[src/rtl/pipeline_pkg.sv]
// Shared pipeline definitions: reset defaults, opcodes, instruction field positions
// and the IF/ID register layout.
package pipeline_pkg;

    localparam logic [31:0] RESET_PC_DEFAULT  = 32'h0000_0000;
    localparam logic [31:0] NOP_INSTR_DEFAULT = 32'h0000_0000; // sll $0,$0,0

    localparam logic [5:0] OP_LW   = 6'b100011;
    localparam logic [5:0] OP_XORI = 6'b001110;
    localparam logic [5:0] OP_BEQ  = 6'b000100;
    localparam logic [5:0] OP_J    = 6'b000010;

    localparam int OP_MSB = 31;
    localparam int OP_LSB = 26;
    localparam int RS_MSB = 25;
    localparam int RS_LSB = 21;
    localparam int RT_MSB = 20;
    localparam int RT_LSB = 16;

    localparam logic [15:0] CNT_MAX = 16'hFFFF;

    typedef struct packed {
        logic [31:0] pc4;
        logic [31:0] instr;
        logic        valid;
    } ifid_t;

endpackage

[src/rtl/pipe_reg.sv]
// Generic pipeline register: enable, synchronous flush to a constant, async active-low reset.
module pipe_reg #(
    parameter int             W         = 32,
    parameter logic [W-1:0]   RST_VAL   = '0,
    parameter logic [W-1:0]   FLUSH_VAL = '0
) (
    input  logic         clk,
    input  logic         rst_n,
    input  logic         en,
    input  logic         flush,
    input  logic [W-1:0] d,
    output logic [W-1:0] q
);

    logic [W-1:0] r_q;

    // Hold when disabled; flush takes precedence over new data when enabled.
    always_ff @(posedge clk or negedge rst_n) begin
        if (!rst_n) begin
            r_q <= RST_VAL;
        end else if (en) begin
            if (flush) begin
                r_q <= FLUSH_VAL;
            end else begin
                r_q <= d;
            end
        end
    end

    assign q = r_q;

endmodule

[src/rtl/fetch_stage.sv]
// Instruction fetch stage: PC, next-PC select, IF/ID register and stall/flush counters.
//
// Enable semantics: pc_write_en / ifid_write_en are level "advance" strobes from the
// stall unit; a register updates on an edge only when its enable is 1, otherwise it
// holds. A redirect (jump or branch_taken) is acted on only in a cycle that advances
// the PC; during a stall the ID instruction keeps asserting it until it is honoured.
module fetch_stage
    import pipeline_pkg::*;
#(
    parameter logic [31:0] RESET_PC  = RESET_PC_DEFAULT,
    parameter logic [31:0] NOP_INSTR = NOP_INSTR_DEFAULT
) (
    input  logic        clk,
    input  logic        reset_n,
    input  logic        pc_write_en,
    input  logic        ifid_write_en,
    input  logic        branch_taken,
    input  logic [31:0] branch_target,
    input  logic        jump,
    input  logic [31:0] jump_target,
    output logic [31:0] imem_addr,
    input  logic [31:0] imem_rdata,
    output logic [31:0] if_id_pc4,
    output logic [31:0] if_id_instr,
    output logic        if_id_valid,
    output logic [5:0]  id_op,
    output logic [4:0]  id_rs,
    output logic [4:0]  id_rt,
    output logic [15:0] stall_count,
    output logic [15:0] flush_count
);

    localparam ifid_t IFID_BUBBLE = '{pc4: 32'h0, instr: NOP_INSTR, valid: 1'b0};

    logic [31:0] w_pc;
    logic [31:0] w_pc4;
    logic [31:0] w_next_pc;
    logic        w_redirect;
    ifid_t       w_ifid_d;
    ifid_t       w_ifid_q;
    logic [15:0] r_stall_count;
    logic [15:0] r_flush_count;

    assign w_pc4      = w_pc + 32'd4;   // wraps modulo 2^32
    assign w_redirect = pc_write_en & (jump | branch_taken);

    // Next-PC select: jump beats branch beats sequential.
    always_comb begin
        w_next_pc = w_pc4;
        if (jump) begin
            w_next_pc = jump_target;
        end else if (branch_taken) begin
            w_next_pc = branch_target;
        end
    end

    pipe_reg #(
        .W        (32),
        .RST_VAL  (RESET_PC),
        .FLUSH_VAL(RESET_PC)
    ) u_pc_reg (
        .clk  (clk),
        .rst_n(reset_n),
        .en   (pc_write_en),
        .flush(1'b0),
        .d    (w_next_pc),
        .q    (w_pc)
    );

    assign w_ifid_d = '{pc4: w_pc4, instr: imem_rdata, valid: 1'b1};

    pipe_reg #(
        .W        ($bits(ifid_t)),
        .RST_VAL  (IFID_BUBBLE),
        .FLUSH_VAL(IFID_BUBBLE)
    ) u_ifid_reg (
        .clk  (clk),
        .rst_n(reset_n),
        .en   (ifid_write_en),
        .flush(w_redirect),
        .d    (w_ifid_d),
        .q    (w_ifid_q)
    );

    // Saturating count of cycles in which the PC was held.
    always_ff @(posedge clk or negedge reset_n) begin
        if (!reset_n) begin
            r_stall_count <= 16'h0;
        end else if (!pc_write_en && (r_stall_count != CNT_MAX)) begin
            r_stall_count <= r_stall_count + 16'd1;
        end
    end

    // Saturating count of honoured redirects (a jump+branch pair counts once).
    always_ff @(posedge clk or negedge reset_n) begin
        if (!reset_n) begin
            r_flush_count <= 16'h0;
        end else if (w_redirect && (r_flush_count != CNT_MAX)) begin
            r_flush_count <= r_flush_count + 16'd1;
        end
    end

    assign imem_addr   = w_pc;
    assign if_id_pc4   = w_ifid_q.pc4;
    assign if_id_instr = w_ifid_q.instr;
    assign if_id_valid = w_ifid_q.valid;
    assign id_op       = w_ifid_q.instr[OP_MSB:OP_LSB];
    assign id_rs       = w_ifid_q.instr[RS_MSB:RS_LSB];
    assign id_rt       = w_ifid_q.instr[RT_MSB:RT_LSB];
    assign stall_count = r_stall_count;
    assign flush_count = r_flush_count;

endmodule

[config.mk]
export PLATFORM = sky130hd
export DESIGN_NAME = fetch_stage
export DESIGN_NICKNAME = d
export VERILOG_FILES = /design/src/rtl/pipeline_pkg.sv /design/src/rtl/pipe_reg.sv /design/src/rtl/fetch_stage.sv
export SDC_FILE = /design/constraint.sdc
export NUM_CORES = 1
export LEC_CHECK = 0
export ABC_AREA = 1
export CAP_MARGIN = 20
export CORE_MARGIN = 2
export CORE_UTILIZATION = 45
export DETAILED_ROUTE_END_ITERATION = 10
export PLACE_DENSITY = 0.8
export SETUP_SLACK_MARGIN = 0.3
export SYNTH_ARGS = -nofsm -noshare
export SYNTH_HDL_FRONTEND = slang
export SYNTH_SLANG_ARGS = --single-unit
[constraint.sdc]
create_clock -name clk -period 2 [get_ports clk]
set_input_delay 0.2 -clock clk [delete_from_list [all_inputs] [get_ports clk]]
set_output_delay 0.2 -clock clk [all_outputs]
set_load 0.005 [all_outputs]
==> impl_metrics.py <==
metrics = {
    "floorplan": {
        "chipHeight_um": 126,
        "dieArea_um2": 15900,
        "rows": 44,
        "top_level_ports": 247,
        "floorplan.initialDensity_pct": 46.2,
        "core_region_area_um2": 14500,
        "fp.dieW_um": 126,
    },
    "clocking": {
        "cts.path.max_buffers": 2,
        "cts_sinks": 129,
        "cts_max_level": 4,
        "numCtsBuffers": 17,
        "cts.clk_slew.worst_paths_ns": 0.06,
        "clk_latency_ns": 0.42,
        "cts_tree": "yes",
        "cts_root_buf": "clkbuf_16",
    },
    "timing": {
        "maxSlewViolCount": 0,
        "min_period_ns": 1.66,
        "skew_ns": 0.00794,
        "fin_tns_setup_ns": 0,
        "maxSlewHeadroom_pct": 68.7,
        "min_period_over_period_pct": 83.2,
        "clock.fmax_ghz": 0.601,
        "rsz0062_at_grt": "true",
        "hold_viol_final": 0,
        "worstMarginPinSlew_ns": 0.469,
        "setup_viol": 0,
    },
    "route": {
        "ant_nets": 0,
        "drt_iter0_drc": 504,
        "post_drt_wl_per_cell_um": 17.8,
        "routed_wl_um": 22200,
        "first_pass_iters": 5,
        "drc": 0,
        "vias_per_cell": 5.36,
        "vias": 6677,
    },
    "synthesis": {
        "synth.mux.area_fraction_pct": 0,
        "yosysTopAreaCell": "dfrtp_1",
        "yosysSeqAreaShare_pct": 48.1,
        "yosysMostFrequentCell": "nand2_1",
        "synth_area_leaders": "dfrtp_1 (48%), nand2_1 (13%), a22o_1 (5.1%)",
        "synth_xor_area_share_pct": 5.18,
        "synth-compound-area-share_pct": 13.0,
        "synthArstFlopShare_pct": 100,
        "ys_top_cells_by_count": "nand2_1 (237), dfrtp_1 (129), nor2_1 (80), inv_1 (52), nand3_1 (41)",
        "postSynthAreaPerCell_um2": 8.35,
        "synthAdderAreaFrac_pct": 0.559,
        "ys_types": 37,
        "syn-instance-count": 804,
        "yosys.area_share.simple_pct": 25.8,
        "synth_top_family_by_area": "simple AND/OR/NAND/NOR gates",
        "synthesis.nets": 909,
        "ys_ff_latch": 129,
        "synth_top_area_share_pct": 48.1,
        "synth_ff_type": "dfrtp_1",
        "yosysWarnings": 0,
        "syn_area_um2": 6710,
        "synth_edf_count": 0,
    },
    "grt": {
        "grt_pass1_vias": 6439,
        "grt_util_met1_pct": 33.8,
        "met2_usage_pct": 45.5,
        "met3_usage_pct": 6.50,
        "busiest_layer": "met2",
        "grt_max_degree": 61,
        "grt_pass1_wl_um": 33900,
        "grt_usage_pct": 27.1,
        "gr-total-overflow": 0,
        "antenna_found_initial": 0,
    },
    "place": {
        "detailed_place_hpwl_um": 15800,
        "port_buffers": 246,
        "place.gp.congestion": 0.975,
    },
    "setup_path": {
        "worstPathBufferInverterCount": 1,
        "crit_slowest_cell": "clkdlybuf4s50_1",
        "worstPathRequired_ns": 1.80,
        "r2r_setup_slack_ns": 0.36,
        "worstReg2RegEnd": "u_pc_reg.q[18]",
        "critPathMaxStageDelay_ns": 0.55,
        "critPathArrivalTime_ns": 1.46,
        "crit_path_cell_trace": "clkdlybuf4s50_1",
        "crit_fanout": 6,
        "crit_path_start_kind": "flip-flop",
        "startpoint": "u_pc_reg.q[19]",
        "endpoint_kind": "output pin",
        "crit_family": "buffers and inverters",
        "worstSetupPathType": "flip-flop to output pin",
        "reg2regPathDepth": 8,
        "reg2reg_from": "u_pc_reg.q[3]",
    },
    "power_and_ir_drop": {
        "power_leakage_nw": 4.54,
        "p_total_mw": 9.06,
        "swShare_pct": 29.4,
        "p_sw_mw": 2.66,
        "pwr-share-comb_pct": 25.6,
        "max-vdd-ir-drop_mv": 0.629,
        "p_clk_share_pct": 36.5,
        "p_per_area_nw_per_um2": 892,
        "intPower_mw": 6.40,
        "seqPwrFrac_pct": 37.9,
    },
    "final_layout": {
        "drive_gt1_share_pct": 11.6,
        "antenna_cells": 0,
        "nNetsFinal": 1154,
        "syn_to_final_growth_pct": 51.4,
    },
    "worst_hold_path": {
        "holdCritPathClass": "input port to asynchronous set/reset pin",
    },
    "status": {
        "status": "finished, final reports clean",
    },
    "job": {
        "drv_cap": 0,
    },
}
routing by layer:
metal	up-vias	part of all wire, %
li1	3129	-
met1	3146	40
met2	350	49
met3	52	8.1
met4	0	3.1
met5	-	0
timing repair:
action | 4_1_cts | 5_1_grt
cloned | 0 | 2
setup endpoints to repair | 25 | 57
hold buffers | 1 | 0
buffers inserted | 1 | 8
gates resized for setup | 7 | 33
hold endpoints to repair | 45 | 0
pin swaps | 2 | 10
per-stage QoR:
step / cells / hold WS (ns) / cell area (µm²) / utilization [%] / setup slack, ns
final: 1246 / 0.276 / 10200 / 69.9 / 0.336
after detailed placement: 1202 / 0.167 / 9300 / 64.0 / 0.140
after CTS: 1236 / 0.285 / 9960 / 68.5 / 0.304
after floorplan: 804 / -0.0956 / 6710 / - / 0.422
after global routing: 1246 / 0.311 / 10200 / 69.9 / 0.261
after global placement: 1202 / 0.164 / 9300 / 64.0 / 0.165
cell type report:
class,instances,area [µm²]
Timing Repair Buffer,273,2710
Clock inverter,14,186
Inverter,56,215
Multi-Input combinational cell,572,3140
Sequential cell,129,3240
Clock buffer,18,439
Tap cell,184,230
Fill cell,1141,4380
registers in the layout (all words and copies together), names as in the netlist:
name	flops
stall_count	16
u_ifid_reg.q	65
flush_count	16
u_pc_reg.q	32
cells in the final DEF, fill, tap and decap left out, types with 6 or more instances in the layout:
master,instances
dfrtp_1,122
clkdlybuf4s50_1,243
nor2_2,6
nor3_1,10
nand2_2,10
buf_4,23
a22o_1,39
inv_1,52
dfrtp_2,7
a21oi_1,31
a221oi_1,22
nor2_1,79
nand4_1,6
xor2_1,30
nand3_2,6
nand3_1,34
o21ai_0,12
clkbuf_16,17
nand2_1,231
nor2_4,9
cells by family after synthesis:
| kind of cell | after synthesis |
|---|---|
| AO/OA/AOI/OAI | 123 |
| AND/OR/NAND/NOR | 406 |
| adder cells (fa/ha/maj) | 3 |
| buffers and inverters | 105 |
| flip-flops | 129 |
| XOR/XNOR | 38 |
power by group through the flow:
| stage | Combinational [mW] | Clock, mW | Sequential [mW] |
|---|---|---|---|
| after global placement | 2.17 | 0 | 3.43 |
| after CTS | 2.26 | 3.34 | 3.40 |
| final | 2.32 | 3.31 | 3.44 |
| after floorplan | 0.879 | 0 | 3.40 |
| after global routing | 2.52 | 3.47 | 3.49 |
| after detailed placement | 2.21 | 0 | 3.44 |
worst max path at each step:
stage	depth (start not counted)	end	slack (ns)
4_1_cts	8	u_pc_reg.q[18]	0.30
2_1_floorplan	8	stall_count[4]	0.42
5_1_grt	8	u_pc_reg.q[18]	0.26
6_report	1	imem_addr[19]	0.34
3_5_place_dp	8	stall_count[2]	0.14
3_3_place_gp	8	stall_count[2]	0.17
Power figures use the tool's default switching activity.
==> RTL change 1, RTL diff (config.mk and constraints unchanged) <==
Change the package constant `CNT_MAX` from 16'hFFFF to 16'h7FFF.
--- a/src/rtl/pipeline_pkg.sv
+++ b/src/rtl/pipeline_pkg.sv
@@ -17,7 +17,7 @@
     localparam int RT_MSB = 20;
     localparam int RT_LSB = 16;
 
-    localparam logic [15:0] CNT_MAX = 16'hFFFF;
+    localparam logic [15:0] CNT_MAX = 16'h7FFF;
 
     typedef struct packed {
         logic [31:0] pc4;
Check against the original RTL: no difference found for any inputs over 10 cycles, from zero or initial values and one cycle with reset_n low; that may be too few to reach the edited logic, so the function may still have changed.
==> RTL change 1 against the original RTL <==
- sequential cell count stayed put
- total power is 1.9% lower
- maximum frequency is 0.99% higher
- sequential share of layout area is 0.21 points higher
- design area shrank 0.33%
- clock power decreased by 9.4%
- setup slack gained 0.016 ns
- routed wire length fell by 4.4%
- critical path type unchanged
- clock skew about the same
- highest routed layer unchanged
- area after synthesis up 3.7%
==> RTL change 1: results (changes against the original RTL) <==
Clock Power Share 33.8% (-2.7 points); Power Dens Cells 878 nW/um^2 (-1.6%); register area share after synthesis 46.4% (-1.7 points); Non-clk invs 63 (+13%); most frequent cells after synthesis nand2_1 (240), dfrtp_1 (129), nor2_1 (65), inv_1 (52), a22o_1 (39); share of post-route cells with drive strength above 1 11.7% (+0.10 points); fraction of area in multi-input gates 31.4% (+0.47 points); status finished clean; Placed Area 9490 sq um (+2.0%); global-route wire length before repair 33.3 mm (-1.9%); vias in the first global route 6353 (-1.3%); top cells by area, synth dfrtp_1 (46%), nand2_1 (13%), a22o_1 (4.9%); largest net degree at the start of global routing 54 (-11%); ClkCell Share 5.62% (-0.54 points); Max IR drop VDD 0.675 mV (+7.2%); #MultiIn Comb 581 (+1.6%); Synth cell types 40 (+8.1%); P_seq 3.48 mW (+1%); Leak 4.47 nW (-1.5%); Int Pwr 6.10 mW (-4.7%); die width 128 microns (+1.8%); Total GRT Usage 26.0% (-1.1 points); Nets 1162 (+0.69%); HPWL Detailed 15.6 mm (-1.6%); Non-clock buffer share 26.1% (-0.52 points); Via density 5.31 (-0.95%); pin slew with the least headroom to its limit 0.586 ns (+0.117 ns)
## RTL change 1: cell types whose count changed after synthesis, sizes merged, moves of 2 or more
cell    change
inv         +6
nand3       -3
nand2      +11
nand4       +4
a221oi      -2
a22oi       +2
o21ai      +12
nor2       -10
nor3        +2
a21oi       -3
## RTL change 1: routing by layer
layer,up-vias,GRT usage (%),share of wire [%]
met5,-,0,0
met4,0,8.92,2.4
met3,43,6.03,7.6
met2,288,42.9,49
met1,3163,33.8,41
li1,3183,-,-
## RTL change 1: worst paths after layout
check                                  start                to  slack (ns)  cells after the start
max in group asynchronous            reset_n    u_pc_reg.q[14]        1.05                      3
min                                  reset_n  u_ifid_reg.q[58]        0.26                      2
min reg2reg                 u_ifid_reg.q[64]  u_ifid_reg.q[64]        0.48                      2
max                           u_pc_reg.q[27]     imem_addr[27]        0.35                      1
max reg2reg                    u_pc_reg.q[2]    u_pc_reg.q[28]        0.40                      9
min in group clk           branch_target[15]    u_pc_reg.q[15]        0.36                      3
## RTL change 1: kinds of logic after synthesis
| logic type | share of synthesized area [%] |
|---|---|
| xor+xnor | 4.85 |
| fa+ha+maj | 0.539 |
| compound gates | 13.5 |
| simple gates | 26.4 |
| buf+inv | 8.34 |
| flops | 46.4 |
## RTL change 1: per-stage QoR
stage / hold slack [ns] / utilization (%) / worst slack [ns] / std cells
floorplan: -0.0956 / - / 0.443 / 822
global placement: 0.153 / 62.6 / 0.188 / 1224
detailed placement: 0.155 / 62.6 / 0.124 / 1224
finish: 0.264 / 66.8 / 0.352 / 1258
CTS: 0.277 / 66.5 / 0.313 / 1257
global route: 0.319 / 66.8 / 0.281 / 1258
## RTL change 1: repair_timing
action,CTS,global route
hold buffers,1,0
endpoints found under the setup margin,0,61
endpoints found under the hold margin,41,0
resized for setup,0,24
buffers inserted,0,1
==> RTL change 2, RTL diff (same settings) <==
Without the edit above. Reset style: synchronous (`reset_n` and `rst_n`), changed in 3 clocked blocks. Comments in the files are not updated.
--- a/src/rtl/pipe_reg.sv
+++ b/src/rtl/pipe_reg.sv
@@ -15,7 +15,7 @@
     logic [W-1:0] r_q;
 
     // Hold when disabled; flush takes precedence over new data when enabled.
-    always_ff @(posedge clk or negedge rst_n) begin
+    always_ff @(posedge clk) begin
         if (!rst_n) begin
             r_q <= RST_VAL;
         end else if (en) begin
--- a/src/rtl/fetch_stage.sv
+++ b/src/rtl/fetch_stage.sv
@@ -83,7 +83,7 @@
     );
 
     // Saturating count of cycles in which the PC was held.
-    always_ff @(posedge clk or negedge reset_n) begin
+    always_ff @(posedge clk) begin
         if (!reset_n) begin
             r_stall_count <= 16'h0;
         end else if (!pc_write_en && (r_stall_count != CNT_MAX)) begin
@@ -92,7 +92,7 @@
     end
 
     // Saturating count of honoured redirects (a jump+branch pair counts once).
-    always_ff @(posedge clk or negedge reset_n) begin
+    always_ff @(posedge clk) begin
         if (!reset_n) begin
             r_flush_count <= 16'h0;
         end else if (w_redirect && (r_flush_count != CNT_MAX)) begin
Check against the original RTL: differs if reset_n is asserted again (counterexample within 4 cycles, from zero or initial values and one cycle with reset_n low); with reset_n held inactive, the same outputs for 10 cycles.
==> RTL change 2 against the original RTL <==
- routed wire length decreased by 1.5%
- worst hold slack better by 0.049 ns
- count of clock-buffer cells in the layout unchanged
- largest cell class is now multi-input gates
- setup slack gained 0.017 ns
- critical path depth stayed put
- design area shrank 2.2%
- area after synthesis down 2.4%
- first-iteration DRC count is 3.2% higher
- sequential cell count unchanged
- critical path type unchanged
- register-to-register slack improved by 0.03 ns
- global-route usage increased by 0.60 points
Power is not compared: it rests on default switching activity, and its combinational part moved more than twofold at a synthesized area within 25%.
==> RTL change 2: results (changes against the original RTL) <==
slowest cell on the critical path clkdlybuf4s50_1; register area share after synthesis 39.4% (-8.7 points); Synthesis Warnings 0 (unchanged); max reg flops 65 (unchanged); HPWL Detailed 15.1 mm (-4.9%); post-synthesis async set-or-reset flop share 0% (-100 points); Nets 1280 (+11%); Placer Congestion 0.905 (-7.2%); HP Class input pin to register; Num CTS Buffers 17 (unchanged); syn_nets 1054 (+16%); slowest stage delay, CP 0.56 ns; Clock Pin Slew Worst Setup and Hold Paths 0.06 ns (about the same); Leak 3.61 nW; most frequent cells after synthesis nand2_1 (330), dfxtp_1 (129), a21oi_1 (122), nor2_1 (54), inv_1 (49); routed wire length 21.9 mm (-1.5%); global-route wire length before repair 35.0 mm (+3.3%); Total GRT Usage 27.7% (+0.60 points); Synth cell types 32 (-14%); DP Worst Slack 0.154 ns (+0.0146 ns); drt first pass iters 7 (+2); Fillers 1152 (+0.96%); share of post-route cells with drive strength above 1 9.93% (-1.6 points); Rel. slew slack 71.7% (+2.9 points); Max IR drop VDD 0.635 mV; vias in the first global route 6959 (+8.1%); top cells by area, synth dfxtp_1 (39%), nand2_1 (19%), a21oi_1 (9.3%); status finished clean; Clock Skew 0.00863 ns (+0.000688 ns); buffers added on ports 246 (unchanged); Initial DRC Count 520 (+3.2%); largest net degree at the start of global routing 52 (-15%); Via density 5.27 (-1.7%)
-- RTL change 2: cell count changes in the layout (fill, tap and decap cells not counted), moves of 6 or more --
cell / delta
inv_2: +6
buf_4: -6
dfrtp_1: -122
dfxtp_2: +11
nand2_1: +94
xor2_1: -13
dfrtp_2: -7
o21ai_0: +25
a21oi_1: +91
nor2_1: -29
a22o_1: -37
dfxtp_1: +116
-- RTL change 2: per-layer routing --
metal / wire [microns] / vias up / track usage (%)
li1: - / 3556 / -
met1: 9000 / 3348 / 33.4
met2: 10700 / 286 / 47.1
met3: 1670 / 36 / 7.73
met4: 476 / 0 / 10.2
met5: 0 / - / 0
-- RTL change 2: tightest hold or removal path, delay by kind of cell --
family | cells | cell delay, ns
buffers and inverters | 1 | 0.39
AO/OA/AOI/OAI | 1 | 0.05
AND/OR/NAND/NOR | 1 | 0.06
-- RTL change 2: cells by family (layout without fill, tap and decap cells) --
logic type      Yosys count  count (layout)  synth area share (%)
buf+inv                 119             358                  8.63
compound gates          194             194                  16.6
simple gates            477             477                  31.1
flops                   129             129                  39.4
xor+xnor                 27              27                  3.61
fa+ha+maj                 3               3                 0.573
-- RTL change 2: report_power, final --
part           switching, mW  internal, mW  leakage, nW
sequential             0.120          2.68         1.06
clock                   1.20          2.37        0.326
combinational          0.419         0.533         2.22
-- RTL change 2: metrics by stage --
step / std cells / area (sq um) / hold slack, ns
4_1_cts: 1367 / 9790 / 0.319
3_3_place_gp: 1332 / 9060 / 0.451
2_1_floorplan: 949 / 6550 / 0.294
3_5_place_dp: 1332 / 9060 / 0.455
5_1_grt: 1372 / 9940 / 0.328
6_report: 1372 / 9940 / 0.325
-- RTL change 2: area by class of cell --
cell class              instances  share of cell area [%]
multi-input cells             701                    35.4
repair buffers                268                    27.1
flip-flops and latches        129                    26.2
clock buffers                  18                    4.42
clock inverters                14                    2.38
well taps                     184                    2.32
inverters                      58                    2.19
-- RTL change 2: worst paths after layout --
kind	slack [ns]	cells past startpoint	to	start
setup / recovery	0.35	1	stall_count[5]	stall_count[5]
hold / removal	0.33	3	u_ifid_reg.q[2]	imem_rdata[1]
setup reg to reg	0.39	7	u_ifid_reg.q[50]	u_pc_reg.q[15]
hold reg to reg	0.46	2	u_ifid_reg.q[40]	u_ifid_reg.q[40]
-- RTL change 2: timing repair --
| item | in CTS | in global routing |
|---|---|---|
| endpoints found under the setup margin | 21 | 60 |
| hold endpoints to repair | 0 | 0 |
| buffers inserted | 3 | 5 |
| gates resized for setup | 9 | 31 |
| pin swaps | 2 | 10 |
